$ cat src/rtl/bitop_rr_sched.sv
// Round-robin arbiter in front of one registered bitwise-logic unit.
// The granted result is held with its requester tag until the consumer accepts it.
module bitop_rr_sched #(
  parameter int unsigned WIDTH = 8,
  parameter int unsigned NREQ  = 4,
  parameter int unsigned CNTW  = 16
) (
  input  logic                    clk,
  input  logic                    rst,
  input  logic [NREQ-1:0]         req_valid,
  output logic [NREQ-1:0]         req_ready,
  input  logic [3*NREQ-1:0]       req_op,
  input  logic [WIDTH*NREQ-1:0]   req_a,
  input  logic [WIDTH*NREQ-1:0]   req_b,
  output logic                    out_valid,
  input  logic                    out_ready,
  output logic [WIDTH-1:0]        out_data,
  output logic [1:0]              out_tag,
  output logic [CNTW-1:0]         issue_count
);

  typedef enum logic {StEmpty, StFull} state_e;

  state_e           state_q, state_d;
  logic [1:0]       ptr_q, ptr_d;
  logic [WIDTH-1:0] data_q, data_d;
  logic [1:0]       tag_q, tag_d;
  logic [CNTW-1:0]  cnt_q, cnt_d;

  logic             can_accept;
  logic             grant_vld;
  logic [1:0]       grant_idx;
  logic [1:0]       cand;
  logic             xfer;
  logic [2:0]       op_g;
  logic [WIDTH-1:0] a_g, b_g;

  function automatic logic [WIDTH-1:0] logic_op(input logic [2:0] op,
                                                input logic [WIDTH-1:0] a,
                                                input logic [WIDTH-1:0] b);
    logic [WIDTH-1:0] r;
    unique case (op)
      3'b000: r = a & b;
      3'b001: r = a | b;
      3'b010: r = a ^ b;
      3'b011: r = ~(a ^ b);
      3'b100: r = ~(a & b);
      3'b101: r = ~(a | b);
      3'b110: r = a & ~b;
      3'b111: r = a;
    endcase
    return r;
  endfunction

  // A full register being drained this cycle may be refilled in the same cycle.
  assign can_accept = (state_q == StEmpty) | out_ready;

  always_comb begin
    grant_vld = 1'b0;
    grant_idx = '0;
    cand      = '0;
    for (int unsigned k = 0; k < NREQ; k++) begin
      cand = ptr_q + 2'(k);
      if (!grant_vld && req_valid[cand]) begin
        grant_vld = 1'b1;
        grant_idx = cand;
      end
    end
  end

  assign xfer = grant_vld & can_accept & ~rst;
  assign op_g = req_op[3*grant_idx +: 3];
  assign a_g  = req_a[WIDTH*grant_idx +: WIDTH];
  assign b_g  = req_b[WIDTH*grant_idx +: WIDTH];

  always_comb begin
    req_ready = '0;
    if (xfer) req_ready[grant_idx] = 1'b1;
  end

  always_comb begin
    state_d = state_q;
    ptr_d   = ptr_q;
    data_d  = data_q;
    tag_d   = tag_q;
    cnt_d   = cnt_q;
    if (xfer) begin
      state_d = StFull;
      data_d  = logic_op(op_g, a_g, b_g);
      tag_d   = grant_idx;
      ptr_d   = grant_idx + 2'd1;
      if (cnt_q != '1) cnt_d = cnt_q + 1'b1;
    end else if (state_q == StFull && out_ready) begin
      state_d = StEmpty;
    end
  end

  always_ff @(posedge clk or posedge rst) begin
    if (rst) begin
      state_q <= StEmpty;
      ptr_q   <= '0;
      data_q  <= '0;
      tag_q   <= '0;
      cnt_q   <= '0;
    end else begin
      state_q <= state_d;
      ptr_q   <= ptr_d;
      data_q  <= data_d;
      tag_q   <= tag_d;
      cnt_q   <= cnt_d;
    end
  end

  assign out_valid   = (state_q == StFull);
  assign out_data    = data_q;
  assign out_tag     = tag_q;
  assign issue_count = cnt_q;

endmodule

$ cat config.mk
export PLATFORM = sky130hd
export DESIGN_NAME = bitop_rr_sched
export DESIGN_NICKNAME = d
export VERILOG_FILES = /design/src/rtl/bitop_rr_sched.sv
export SDC_FILE = /design/constraint.sdc
export NUM_CORES = 1
export LEC_CHECK = 0
export ABC_AREA = 0
export CAP_MARGIN = 10
export CORE_ASPECT_RATIO = 1.75
export CORE_MARGIN = 1
export CORE_UTILIZATION = 45
export DETAILED_ROUTE_END_ITERATION = 16
export HOLD_SLACK_MARGIN = 0.15
export PLACE_DENSITY = 0.82
export SKIP_LAST_GASP = 1
export SLEW_MARGIN = 20
export SYNTH_ARGS = -nofsm -noshare
export SYNTH_HDL_FRONTEND = slang
export SYNTH_SLANG_ARGS = --single-unit
$ cat constraint.sdc
create_clock -name clk -period 4.5 [get_ports clk]
set_clock_uncertainty 0.2 [all_clocks]
set_input_delay 0.9 -clock clk [delete_from_list [all_inputs] [get_ports clk]]
set_output_delay 0.9 -clock clk [all_outputs]
set_load 0.01 [all_outputs]
==> results of run 1 <==
-- worst max-delay path, stage by stage --
cell and delay, ps:
clkdlybuf4s50_1 550, or3b_1 420, o221ai_4 100, buf_12 290
ha_1 190, and2_1 120, clkdlybuf4s50_1 550
-- logic make-up (layout without fill, tap and decap cells) --
kind of cell / Yosys count / in the layout / share of synthesized area (%)
simple gates: 82 / 82 / 13.8
compound gates: 64 / 64 / 15.7
mux: 63 / 63 / 22.4
buf+inv: 36 / 150 / 6.38
fa+ha+maj: 29 / 29 / 12.2
flops: 29 / 29 / 24.3
xor+xnor: 18 / 18 / 5.29
-- cells in the mapped netlist, types with 2 or more instances --
cell type	n
inv_1	21
nor2_1	10
a21o_1	2
nor2b_1	4
nand2b_1	4
and3_1	5
mux2_2	15
nand4_1	5
a221oi_1	4
o211ai_1	2
nor4_1	2
ha_1	29
a311oi_1	4
buf_6	2
clkbuf_1	2
a21oi_1	11
mux2i_1	45
nand3_1	6
xnor2_1	15
nand2_1	30
o21ai_0	10
xor2_1	3
buf_2	4
a22o_1	3
buf_4	5
a31oi_1	7
o21ai_1	4
and2_1	5
a22oi_1	4
or2_2	3
a2111oi_0	2
dfrtp_1	29
or4_1	3
nor3_1	2
-- power by group --
group | leakage (nW) | internal [mW] | switching (mW)
clock | 0.0443 | 0.121 | 0.0954
sequential | 0.365 | 0.341 | 0.0820
combinational | 1.49 | 0.655 | 0.664
-- stage by stage --
step           area (um2)  utilization (%)
6_report             4270             68.0
3_3_place_gp         4180             66.6
4_1_cts              4270             68.0
2_1_floorplan        2980                -
5_1_grt              4270             68.0
3_5_place_dp         4180             66.6
-- layout by cell type, fill, tap and decap left out, types with 3 or more instances in the layout --
cell type,n
clkdlybuf4s50_1,113
or2_2,3
a22oi_1,4
a22o_1,3
a221oi_1,4
nor2b_1,4
inv_1,21
clkbuf_8,6
nand2_1,30
a31oi_1,7
and3_1,5
nand4_1,5
ha_1,29
and2_1,5
xnor2_1,15
xor2_1,3
a311oi_1,4
mux2i_1,45
nand2b_1,4
mux2_2,15
dfrtp_1,29
or4_1,3
buf_4,8
nor2_1,10
o21ai_1,4
o21ai_0,10
nand3_1,6
a21oi_1,11
-- state kept, by name, indices dropped and copies added (netlist names) --
| register | flops |
|---|---|
| ptr_q | 2 |
| out_valid | 1 |
| issue_count | 16 |
| out_data | 8 |
| out_tag | 2 |
-- worst paths after layout --
path | from | endpoint | slack [ps] | depth (start not counted)
worst min-delay path | out_data[4] | out_data[4] | 300 | 2
worst max register to register | ptr_q[0] | out_data[4] | 1210 | 10
max in group asynchronous | rst | issue_count[2] | 2970 | 3
worst max-delay path | req_valid[2] | req_ready[2] | 260 | 7
worst min register to register | out_data[4] | out_data[4] | 300 | 2
min in group asynchronous | rst | out_tag[0] | 850 | 3
-- metal layers --
| layer | wire length (um) | vias to the layer above | share of wire, % | global-route usage, % |
|---|---|---|---|---|
| met5 | 0 | - | 0 | 0 |
| met4 | 185 | 0 | 2.3 | 11.0 |
| met3 | 338 | 14 | 4.2 | 2.70 |
| met2 | 4480 | 103 | 56 | 47.0 |
| met1 | 3020 | 1354 | 38 | 25.6 |
| li1 | - | 1384 | - | - |
-- layout make-up --
cell class / count / area (um2)
clock buffer: 7 / 86.3
fill: 557 / 2010
tap: 80 / 100
multi-input combinational: 256 / 2070
timing repair buffer: 122 / 1210
inverter: 21 / 78.8
sequential: 29 / 726
==> flow_summary.json, run 1 <==
{
  "status": "finished, final reports clean",
  "synth_edf_count": 0,
  "antenna_found_initial": 0,
  "vdd_drop_max_mv": 0.229,
  "total_power_mw": 1.96,
  "rows": 38,
  "ios": 114,
  "diodes": 0,
  "synth.avg_cell_area_um2": 9.29,
  "power.density_nw_per_um2": 459,
  "ys_async_sr_fraction_pct": 100,
  "core_area_um2": 6280,
  "grt_pass1_vias": 2916,
  "via_count": 2855,
  "drt_wl_total_mm": 8.02,
  "place_inst": 508,
  "finalNetCount": 547,
  "fin_crit_sh_pct": 94.1,
  "postCtsSetupRepairBufs": 0,
  "cts_resized": 0,
  "ctsRootBufferMaster": "clkbuf_8",
  "syn_inst": 321,
  "clockBufferDepth": 2,
  "grt_max_degree": 42,
  "clk_pin_slew_ps": 60,
  "viasPerCell": 5.54,
  "final_cells": 515,
  "finalSetupTns_ps": 0,
  "ys_seq_area_share_pct": 24.3,
  "antenna_left": 0,
  "drtPass1Iterations": 5,
  "power_leakage_nw": 1.89,
  "rsz0062_at_grt": "false",
  "clock_sinks": 29,
  "grt_pass1_wl_mm": 13.3,
  "synth_top_cell_by_area": "dfrtp_1",
  "worstPathRequired_ps": 3400,
  "final_layout_size_suffix_gt1_share_pct": 8.74,
  "critPathArrivalTime_ps": 3140,
  "whs_ps": 302,
  "fin_crit_ps": 4240,
  "worst_slew_pin_slew_ps": 880,
  "relSlewSlack_pct": 41.2,
  "cp-start-kind": "input pin",
  "htreeDepth": 2,
  "synthFlopType": "dfrtp_1",
  "clkLatencyLatePin_ps": 280,
  "setup_slack_ps": 265,
  "synthesis.nets": 433,
  "die_w_um": 63.5,
  "start_util_pct": 47.5,
  "drc": 0,
  "dieArea_um2": 6970,
  "worstPathMaxFanout": 41,
  "netlist_area_um2": 2980,
  "overflow": 0,
  "portBuffers": 113,
  "ys_top_cells_by_area": "dfrtp_1 24%, mux2i_1 15%, ha_1 12%, mux2_2 5.7%, xnor2_1 4.4%",
  "cts_buffers": 5,
  "dp_hpwl_mm": 6.41,
  "max_freq_ghz": 0.236,
  "finalHoldViolCount": 0,
  "area.growth.synth_to_final_pct": 43.1,
  "cap_violations": 0,
  "cts_tree": "done",
  "grt_use_total_pct": 24.2,
  "synth_cell_type_count": 53,
  "synth_seq_cells": 29,
  "critPathCaptureType": "primary output",
  "die_y_um": 110,
  "finalMaxSlewViolations": 0,
  "critical_path_class": "input pin to primary output",
  "gp_congestion": 0.869,
  "min_path_type": "flop to flop",
  "cts_hold_buf": 0,
  "drt-initial-drc-count": 207,
  "synth_top_area_share_pct": 24.3,
  "setup_viol": 0,
  "yosys_warnings": 0,
  "wl_per_cell_um": 15.6,
  "place_ws_ps": 278
}
Power figures use the tool's default switching activity.
==> inputs of run 2 (changes only) <==
CAP_MARGIN = 20   (was 10)
==> results of run 2 <==
Final layout, timing and power as in run 1 (identical DEF).
